==> src/rtl/pipe_ctrl.sv <==
// pipe_ctrl: sequencing controller for the 16-bit five-stage pipeline.
// Drives the PC write enable, the four inter-stage buffer load enables and
// the bubble strobes, and tracks which stages hold a live instruction.
// Optional feature macro: PIPE_CTRL_PERF_EN (stall / flush performance counters).
module pipe_ctrl #(
    parameter int FLUSH_SLOTS = 1
) (
    input  logic        clk,
    input  logic        reset,
    input  logic        start,
    input  logic        mem_wait,
    input  logic        redirect,
    input  logic        load_use,
    input  logic        halt_op,
    output logic        pc_we,
    output logic        call_if_id,
    output logic        call_id_ex,
    output logic        call_ex_mem,
    output logic        call_mem_wb,
    output logic        kill_if_id,
    output logic        kill_id_ex,
    output logic [3:0]  stage_valid,
    output logic        running,
    output logic [15:0] stall_cycles,
    output logic [15:0] flush_count
);

    typedef enum logic [1:0] {
        IDLE   = 2'd0,
        RUN    = 2'd1,
        DRAIN  = 2'd2,
        HALTED = 2'd3
    } state_t;

    state_t     state, state_next;
    logic [3:0] valid_q, valid_next;

    assign stage_valid = valid_q;

    // Control decode: buffer enables, bubbles and next state from state plus hazards.
    always_comb begin
        // NOTE: every output gets a default before the case so no path can infer a latch.
        state_next  = state;
        pc_we       = 1'b0;
        call_if_id  = 1'b0;
        call_id_ex  = 1'b0;
        call_ex_mem = 1'b0;
        call_mem_wb = 1'b0;
        kill_if_id  = 1'b0;
        kill_id_ex  = 1'b0;
        running     = 1'b0;

        case (state)
            IDLE, HALTED: begin
                if (start) state_next = RUN;
            end

            RUN: begin
                running = 1'b1;
                if (mem_wait) begin
                    // Full freeze: nothing advances, valid bits hold.
                end else if (redirect) begin
                    // Taken branch wins over a load-use bubble in the same cycle.
                    pc_we       = 1'b1;
                    call_if_id  = 1'b1;
                    call_id_ex  = 1'b1;
                    call_ex_mem = 1'b1;
                    call_mem_wb = 1'b1;
                    kill_if_id  = 1'b1;
                    kill_id_ex  = (FLUSH_SLOTS >= 2);
                end else if (halt_op) begin
                    // Stop fetching; the halt itself moves on while IF/ID takes a bubble.
                    call_if_id  = 1'b1;
                    call_id_ex  = 1'b1;
                    call_ex_mem = 1'b1;
                    call_mem_wb = 1'b1;
                    kill_if_id  = 1'b1;
                    state_next  = DRAIN;
                end else if (load_use) begin
                    // Hold PC and IF/ID, push a bubble into ID/EX.
                    call_id_ex  = 1'b1;
                    call_ex_mem = 1'b1;
                    call_mem_wb = 1'b1;
                    kill_id_ex  = 1'b1;
                end else begin
                    pc_we       = 1'b1;
                    call_if_id  = 1'b1;
                    call_id_ex  = 1'b1;
                    call_ex_mem = 1'b1;
                    call_mem_wb = 1'b1;
                end
            end

            DRAIN: begin
                running = 1'b1;
                if (!mem_wait) begin
                    call_if_id  = 1'b1;
                    call_id_ex  = 1'b1;
                    call_ex_mem = 1'b1;
                    call_mem_wb = 1'b1;
                    kill_if_id  = 1'b1;
                end
                if (valid_next == 4'b0000) state_next = HALTED;
            end

            default: state_next = IDLE;
        endcase
    end

    // Valid-bit shift: a stage only takes its upstream bit when its buffer loads.
    always_comb begin
        valid_next = valid_q;
        if (call_if_id)  valid_next[0] = (state == RUN) ? ~kill_if_id : 1'b0;
        if (call_id_ex)  valid_next[1] = valid_q[0] & ~kill_id_ex;
        if (call_ex_mem) valid_next[2] = valid_q[1];
        if (call_mem_wb) valid_next[3] = valid_q[2];
    end

    // State and valid registers with synchronous reset.
    always_ff @(posedge clk) begin
        // NOTE: sequential state uses non-blocking assignments so all registers update together.
        if (reset) begin
            state   <= IDLE;
            valid_q <= 4'b0000;
        end else begin
            state   <= state_next;
            valid_q <= valid_next;
        end
    end

`ifdef PIPE_CTRL_PERF_EN
    logic stall_hit;
    logic flush_hit;

    // A stall cycle is a memory freeze or a load-use bubble that actually took effect.
    assign stall_hit = running &&
                       (mem_wait ||
                        ((state == RUN) && !redirect && !halt_op && load_use));
    assign flush_hit = (state == RUN) && !mem_wait && redirect;

    // Saturating performance counters, cleared only by reset.
    always_ff @(posedge clk) begin
        if (reset) begin
            stall_cycles <= 16'h0000;
            flush_count  <= 16'h0000;
        end else begin
            if (stall_hit && (stall_cycles != 16'hFFFF)) stall_cycles <= stall_cycles + 16'h0001;
            if (flush_hit && (flush_count  != 16'hFFFF)) flush_count  <= flush_count  + 16'h0001;
        end
    end
`else
    assign stall_cycles = 16'h0000;
    assign flush_count  = 16'h0000;
`endif

endmodule
==> config.mk <==
export PLATFORM = sky130hd
export DESIGN_NAME = pipe_ctrl
export DESIGN_NICKNAME = d
export VERILOG_FILES = /design/src/rtl/pipe_ctrl.sv
export SDC_FILE = /design/constraint.sdc
export NUM_CORES = 1
export LEC_CHECK = 0
export CAP_MARGIN = 20
export CORE_MARGIN = 2
export CORE_UTILIZATION = 34
export CTS_CLUSTER_DIAMETER = 60
export DETAILED_ROUTE_END_ITERATION = 16
export PLACE_DENSITY = 0.8
export SLEW_MARGIN = 30
export SYNTH_ARGS = -nofsm -noshare
export SYNTH_HDL_FRONTEND = slang
export SYNTH_SLANG_ARGS = --single-unit
==> constraint.sdc <==
create_clock -name clk -period 2.5 [get_ports clk]
set_input_delay 0.25 -clock clk [delete_from_list [all_inputs] [get_ports clk]]
set_output_delay 0.25 -clock clk [all_outputs]
set_load 0.01 [all_outputs]
==> impl_results.rst, run 1 <==
.. list-table::
   :header-rows: 1

   * - Metric
     - Value
   * - Post-synthesis instance total
     - 90
   * - Arrival time of the worst setup path
     - 2120 ps
   * - Combined global-route utilization of all metal layers
     - 10.04%
   * - Main flop type after synthesis
     - dfxtp_1
   * - Depth of the worst register-to-register path
     - 7
   * - Congestion Overflow GR
     - 0
   * - Area share of the leading cell type in the synthesized netlist
     - 36.76%
   * - Buffers from clock root to sink, at most
     - 2
   * - Port-buffer cells
     - 18
   * - Std-Cell Core Area
     - 1942 um2
   * - Static Leak
     - 0.3428 nW
   * - Proportion of total power due to net switching
     - 42.93%
   * - Type of element capturing the critical path
     - output port
   * - Proportion of power drawn by flip-flops and latches
     - 21.3%
   * - Worst reg-to-reg setup slack
     - 380 ps
   * - Final Util
     - 40.40%
   * - Peak fanout along the critical path
     - 6
   * - Synthesized-area fraction occupied by ao, oa, aoi and oai cells
     - 14.95%
   * - Antenna violations before repair
     - 0
   * - Peak supply drop
     - 0.2687 mV
   * - Syn avg cell area
     - 7.716 um2
   * - Pin count of the biggest net entering global routing
     - 10
   * - Number of buffers inserted by hold repair at cts
     - 0
   * - Count of pins over their slew limit
     - 0
   * - Post_cts resized
     - 0
   * - Req. time, crit path
     - 2250 ps
   * - Run status
     - completed
   * - Critical path launch point type
     - flip-flop
   * - Share of final-layout standard cells stronger than drive strength 1
     - 7.477%
   * - Clock sink total
     - 6
   * - Final setup viols
     - 0
   * - Clock Power Share
     - 14.2%
   * - Routed wire length
     - 1231 um
   * - Post-layout net count
     - 119
   * - Post-synthesis register bit count
     - 6
   * - Placed Area
     - 758.2 um2
   * - Net switching component of the power
     - 255.8 uW
   * - Hold Fails Final Rpt
     - 0
   * - Critical path's slowest cell
     - clkdlybuf4s50_1
   * - Die Width
     - 49.19 um
   * - Netlist area before placement
     - 694.4 um2
   * - Delay of the slowest critical-path stage
     - 560 ps
   * - Minimum period implied by the final worst setup slack
     - 2367 ps
   * - Wire length per cell
     - 9.187 um
   * - Top cells by area in the synthesized netlist
     - buf_4 (37%), dfxtp_1 (17%), ha_1 (5.4%)
   * - Total via count after detailed routing
     - 558
   * - Launching instance or port of the critical path
     - state[0]
   * - Final-layout setup total negative slack
     - 0 ps
   * - Max-cap violations
     - 0
   * - Number of buffers inserted to repair setup after CTS
     - 0
   * - Post-detail-place hpwl
     - 1046 um
   * - Post-Route Skew
     - 1.423 ps
   * - Filler cell count in the final layout
     - 210
   * - Number of violations reported at the end of detailed-routing iteration 0
     - 6
   * - Total non-filler cell area in the finished layout
     - 784.5 um2
   * - Global-route wire length before repair
     - 1842 um
   * - Ordered cell list for the critical path
     - inv_1 > ha_1 > or2_1 > a21oi_2 > clkdlybuf4s50_1
   * - Number of distinct library cells after synthesis
     - 27
   * - Die area
     - 2420 um2
   * - Reg2Reg Capture Point
     - state[0]
   * - Clock transition at the registers of the reported paths
     - 40 ps
   * - Post-synth EDFFs
     - 0
   * - DRC
     - 0
   * - Worst hold path endpoint
     - stage_valid[3]
   * - Number of CTS-inserted buffers
     - 3
   * - Clock latency of the later-clocked register in the worst-skew pair
     - 240 ps
   * - Number of cells on the worst hold path
     - 2
   * - Via/cell ratio
     - 4.164
   * - Deepest level of the CTS H-tree
     - 1
   * - Routability congestion estimate
     - 0.7156
   * - Maximum achievable frequency
     - 422.4 MHz
   * - Diodes inserted
     - 0
   * - Internal power
     - 340.0 uW
   * - Largest area contributor in the synthesized netlist
     - buf_4
   * - Worst r2r src
     - state[0]
   * - CTS tree
     - yes
   * - Num ports
     - 51
   * - TritonRoute pass-1 iters
     - 4
   * - Routed Antenna Nets
     - 0
   * - Layout overhead on the synthesized area
     - 12.97%
   * - Critical path start-end classification
     - reg -> out
   * - Parity-gate share of the synthesized area counting xor and xnor cells
     - 0%
   * - Async set or reset register ratio after synthesis
     - 0%
   * - Synth top cells by count
     - buf_4 (34), inv_1 (7), a21oi_1 (6), dfxtp_1 (6), nand2_1 (6)
   * - Dominant combinational cell family by area after synthesis
     - buffers and inverters
   * - Post-synthesis share of cell area spent on and, or, nand and nor gates
     - 17.30%
   * - Adder-Cell Fraction of Synth Area
     - 5.405%
   * - Combinational share of power
     - 64.5%
   * - Worst min-delay path startpoint
     - stage_valid[3]
   * - Worst Hold Class
     - reg -> reg
   * - Most common cell in the netlist
     - buf_4
   * - Final worst-path cycle share
     - 94.69%
   * - Site row count
     - 16
   * - RSZ-0062 raised after global routing
     - false
   * - Clock Tree Root
     - clkbuf_4
   * - Multiplexer area fraction after synthesis
     - 0%
   * - Vias in the first global route
     - 445
   * - Warnings, synthesis
     - 0
   * - Register area share after synthesis
     - 17.30%
   * - Power per standard cell area
     - 759.4 nW/um2
   * - Initial core utilization
     - 35.76%
   * - Chip Height
     - 49.19 um
-- layout make-up --
class	count	area, um2	share of cell area (%)
clock buffer	3	22.52	2.871
sequential	6	120.1	15.31
tap	27	33.78	4.306
timing repair buffer	18	180.2	22.97
inverter	8	42.54	5.423
multi-input combinational	72	385.4	49.12
-- cells by family after synthesis --
group / Yosys count
compound gates: 15
fa+ha+maj: 3
other cells: 1
buf+inv: 43
flops: 6
simple gates: 22
-- critical path: cells and delay by family (launching register included) --
family / cells / cell delay, ps
DFF: 1 / 350
adders and majority gates: 1 / 330
buffers and inverters: 2 / 630
AOI/OAI and AO/OA: 1 / 190
and+or+nand+nor: 1 / 380
-- power groups by stage --
| stage | combinational (mW) | clock (mW) | sequential (mW) |
|---|---|---|---|
| 4_1_cts | 0.381 | 0.0890 | 0.127 |
| 2_1_floorplan | 0.307 | 0 | 0.126 |
| 6_report | 0.384 | 0.0846 | 0.127 |
| 3_3_place_gp | 0.369 | 0 | 0.127 |
| 5_1_grt | 0.415 | 0.0971 | 0.128 |
| 3_5_place_dp | 0.380 | 0 | 0.128 |
-- flip-flops by register name, summed over array words and instances, names as in the netlist --
signal       cells
stage_valid      4
state            2
-- layout by cell type (no fill, tap or decap), drive strengths merged --
master | synthesis | layout
a211oi | 1 | 1
nand2 | 6 | 6
nor3b | 1 | 1
a31oi | 1 | 1
a21oi | 6 | 6
and4 | 1 | 1
clkinv | 1 | 1
and3 | 1 | 1
ha | 3 | 3
o21a | 1 | 1
inv | 7 | 7
dfxtp | 6 | 6
o31a | 1 | 1
a21boi | 1 | 1
nor4 | 2 | 2
clkdlybuf4s50 | 0 | 18
clkbuf | 0 | 3
o221ai | 1 | 1
o21ai | 2 | 2
nor3 | 3 | 3
or2 | 1 | 1
o41a | 1 | 1
nand4bb | 1 | 1
or3 | 1 | 1
nand3 | 1 | 1
nor2 | 4 | 4
conb | 1 | 32
-- per-stage QoR --
step | setup WS, ps | total power, mW | hold WS, ps | instances
floorplan | 569.3 | 0.4338 | 319.1 | 121
global placement | 322.1 | 0.4964 | 472.5 | 131
detailed placement | 317.9 | 0.5087 | 473.1 | 131
CTS | 76.63 | 0.5965 | 479.0 | 134
global route | 24.08 | 0.6402 | 508.6 | 134
finish | 132.8 | 0.5958 | 472.2 | 134
-- worst max path at each step --
| stage | endpoint | slack [ps] | depth (start not counted) |
|---|---|---|---|
| floorplan | state[0] | 570 | 8 |
| global placement | state[0] | 320 | 6 |
| detailed placement | state[0] | 320 | 6 |
| CTS | kill_if_id | 80 | 5 |
| global route | kill_if_id | 20 | 5 |
| finish | kill_if_id | 130 | 5 |
-- layer usage --
layer  GRT usage [%]  routed length, um  up-vias
met5               0                  0        -
met4           7.143                  0        0
met3           3.374                124        0
met2           16.89                643       35
met1           10.34                463      251
li1                -                  -      272
No activity file was read; power rests on OpenSTA's default activity.
==> inputs of run 2 (changes only) <==
- PLACE_DENSITY: 0.8 -> 0.76
==> run 2 against run 1 <==
Hold slack better by 3.8 ps. Highest routed layer is now met4. Clock power up 3.2%. Largest power group unchanged. Maximum frequency down 0.69%. Via count up 2.2%. Critical endpoint unchanged. Largest cell class unchanged. Count of clock-buffer cells in the layout unchanged. Global-route usage up 0.94 points.
==> impl_results.rst, run 2 (synthesis gave the netlist of run 1 again) <==
.. list-table::
   :header-rows: 1

   * - Metric
     - Value
   * - Run status
     - completed (unchanged)
   * - Post-layout net count
     - 119 (unchanged)
   * - Clock Tree Root
     - clkbuf_4 (unchanged)
   * - Number of cells on the worst hold path
     - 2 (unchanged)
   * - Post-detail-place hpwl
     - 1062 um (was 1046 um)
   * - TritonRoute pass-1 iters
     - 4 (unchanged)
   * - Power per standard cell area
     - 776.9 nW/um2 (was 759.4 nW/um2)
   * - Worst reg-to-reg setup slack
     - 410 ps (was 380 ps)
   * - Die area
     - 2420 um2 (unchanged)
   * - Launching instance or port of the critical path
     - state[0] (unchanged)
   * - Ordered cell list for the critical path
     - inv_1 > ha_1 > or2_4 > a21oi_1 > clkdlybuf4s50_1 (was inv_1 > ha_1 > or2_1 > a21oi_2 > clkdlybuf4s50_1)
   * - Critical path buffer and inverter count
     - 2 (unchanged)
   * - Max reg flops
     - 4 (unchanged)
   * - Clock transition at the registers of the reported paths
     - 40 ps (about the same)
   * - Die Width
     - 49.19 um (unchanged)
   * - Minimum period implied by the final worst setup slack
     - 2384 ps (was 2367 ps)
   * - RSZ-0062 raised after global routing
     - false (unchanged)
   * - Arrival time of the worst setup path
     - 2130 ps (was 2120 ps)
   * - Cell family with most CP delay
     - buffers and inverters (unchanged)
   * - Clock sink total
     - 6 (unchanged)
   * - Count of pins over their slew limit
     - 0 (unchanged)
   * - Congestion Overflow GR
     - 0 (unchanged)
   * - Filler cell count in the final layout
     - 213 (was 210)
   * - Most common cell after layout, fill and taps aside
     - conb_1 (unchanged)
   * - Wire length per cell
     - 9.851 um (was 9.187 um)
   * - Buffers from clock root to sink, at most
     - 2 (unchanged)
   * - Antenna violations before repair
     - 0 (unchanged)
   * - DRC
     - 0 (unchanged)
   * - Depth of the worst register-to-register path
     - 7 (unchanged)
   * - Type of element capturing the critical path
     - output port (unchanged)
   * - Peak fanout along the critical path
     - 6 (unchanged)
   * - Final worst-path cycle share
     - 95.34% (was 94.69%)
   * - Pin count of the biggest net entering global routing
     - 10 (unchanged)
   * - Req. time, crit path
     - 2250 ps (about the same)
   * - Global-route wire length before repair
     - 2049 um (was 1842 um)
   * - Deepest level of the CTS H-tree
     - 1 (unchanged)
   * - Routed wire length
     - 1320 um (was 1231 um)
   * - Worst r2r src
     - state[0] (unchanged)
   * - Maximum achievable frequency
     - 419.5 MHz (was 422.4 MHz)
   * - Combined global-route utilization of all metal layers
     - 10.98% (was 10.04%)
   * - CTS tree
     - yes (unchanged)
   * - Site row count
     - 16 (unchanged)
   * - Layout overhead on the synthesized area
     - 12.79% (was 12.97%)
   * - Static Leak
     - 0.3445 nW (was 0.3428 nW)
   * - Number of violations reported at the end of detailed-routing iteration 0
     - 17 (was 6)
   * - Critical path start-end classification
     - reg -> out (unchanged)
   * - Commonest cells after routing, fill and taps aside
     - conb_1 (32), clkdlybuf4s50_1 (18), inv_1 (7) (unchanged)
   * - Worst min-delay path startpoint
     - stage_valid[3] (unchanged)
   * - Number of CTS-inserted buffers
     - 3 (unchanged)
   * - Chip Height
     - 49.19 um (unchanged)
   * - Worst Hold Class
     - reg -> reg (unchanged)
   * - Critical path launch point type
     - flip-flop (unchanged)
   * - Flip-flop and latch area
     - 120.1 um2 (unchanged)
   * - Max-cap violations
     - 0 (unchanged)
   * - Diodes inserted
     - 0 (unchanged)
   * - Critical path's slowest cell
     - clkdlybuf4s50_1 (unchanged)
   * - Routability congestion estimate
     - 0.7848 (was 0.7156)
   * - Multi-input logic area
     - 384.1 um2 (was 385.4 um2)
   * - Post-Route Skew
     - 2.950 ps (was 1.423 ps)
   * - Total via count after detailed routing
     - 570 (was 558)
   * - Final setup viols
     - 0 (unchanged)
   * - Share of final-layout standard cells stronger than drive strength 1
     - 7.477% (unchanged)
   * - Worst hold path endpoint
     - stage_valid[3] (unchanged)
   * - Reg2Reg Capture Point
     - state[0] (unchanged)
   * - Number of buffers inserted by hold repair at cts
     - 0 (unchanged)
   * - Routed Antenna Nets
     - 0 (unchanged)
   * - Clock latency of the later-clocked register in the worst-skew pair
     - 240 ps (about the same)
   * - Hold Fails Final Rpt
     - 0 (unchanged)
   * - Via/cell ratio
     - 4.254 (was 4.164)
   * - Hold_ws
     - 476.0 ps (was 472.2 ps)
   * - Vias in the first global route
     - 484 (was 445)
   * - Delay of the slowest critical-path stage
     - 580 ps (was 560 ps)
   * - Initial core utilization
     - 35.76% (unchanged)
   * - Final-layout setup total negative slack
     - 0 ps (unchanged)
   * - Peak supply drop
     - 0.2549 mV (was 0.2687 mV)
   * - Std-Cell Core Area
     - 1942 um2 (unchanged)
   * - Port-buffer cells
     - 18 (unchanged)
   * - Num ports
     - 51 (unchanged)
[run 2: worst min-delay path, cell delays in order (launching register included)]
cell	delay, ps
dfxtp_1	320
nand2_1	60
a21oi_1	50
[run 2: layer usage]
metal	GRT usage (%)	wire length (um)
met1	10.84	494
met2	18.92	666
met3	3.374	151
met4	8.571	8
met5	0	0
[run 2: power by group]
part	leakage, nW	internal [mW]	switching [mW]
sequential	0.0489	0.113	0.0157
combinational	0.282	0.179	0.214
clock	0.0138	0.0542	0.0331
total	0.344	0.346	0.262
[run 2: worst max-delay path by stage]
stage,to,slack (ps),cells past startpoint
finish,kill_if_id,120,5
floorplan,state[0],570,8
CTS,kill_if_id,10,5
global placement,state[0],350,6
global route,kill_if_id,10,5
detailed placement,state[0],280,6
[run 2: final cells by class]
cell class | count | area share (%)
well taps | 27 | 4.313
flip-flops and latches | 6 | 15.34
inverters | 8 | 5.431
clock buffers | 3 | 2.875
repair buffers | 18 | 23.00
multi-input cells | 72 | 49.04
[run 2: timing repair]
| action | CTS | global route |
|---|---|---|
| setup endpoints to repair | 0 | 1 |
| gates resized for setup | 0 | 1 |
| setup buffers | 0 | 0 |
[run 2: metrics by stage]
| step | util [%] | total power, mW | area (um2) | cells | setup slack, ps |
|---|---|---|---|---|---|
| 2_1_floorplan | - | 0.4338 | 810.8 | 121 | 569.3 |
| 3_3_place_gp | 39.05 | 0.4997 | 758.2 | 131 | 345.3 |
| 3_5_place_dp | 39.05 | 0.5121 | 758.2 | 131 | 279.5 |
| 4_1_cts | 40.21 | 0.6032 | 780.7 | 134 | 9.972 |
| 5_1_grt | 40.34 | 0.6561 | 783.3 | 134 | 12.54 |
| 6_report | 40.34 | 0.6085 | 783.3 | 134 | 116.5 |
==> inputs of run 3 (changes only) <==
- CTS_CLUSTER_DIAMETER: 60 -> not set
==> results of run 3 <==
Final layout, timing and power as in run 2 (identical DEF).
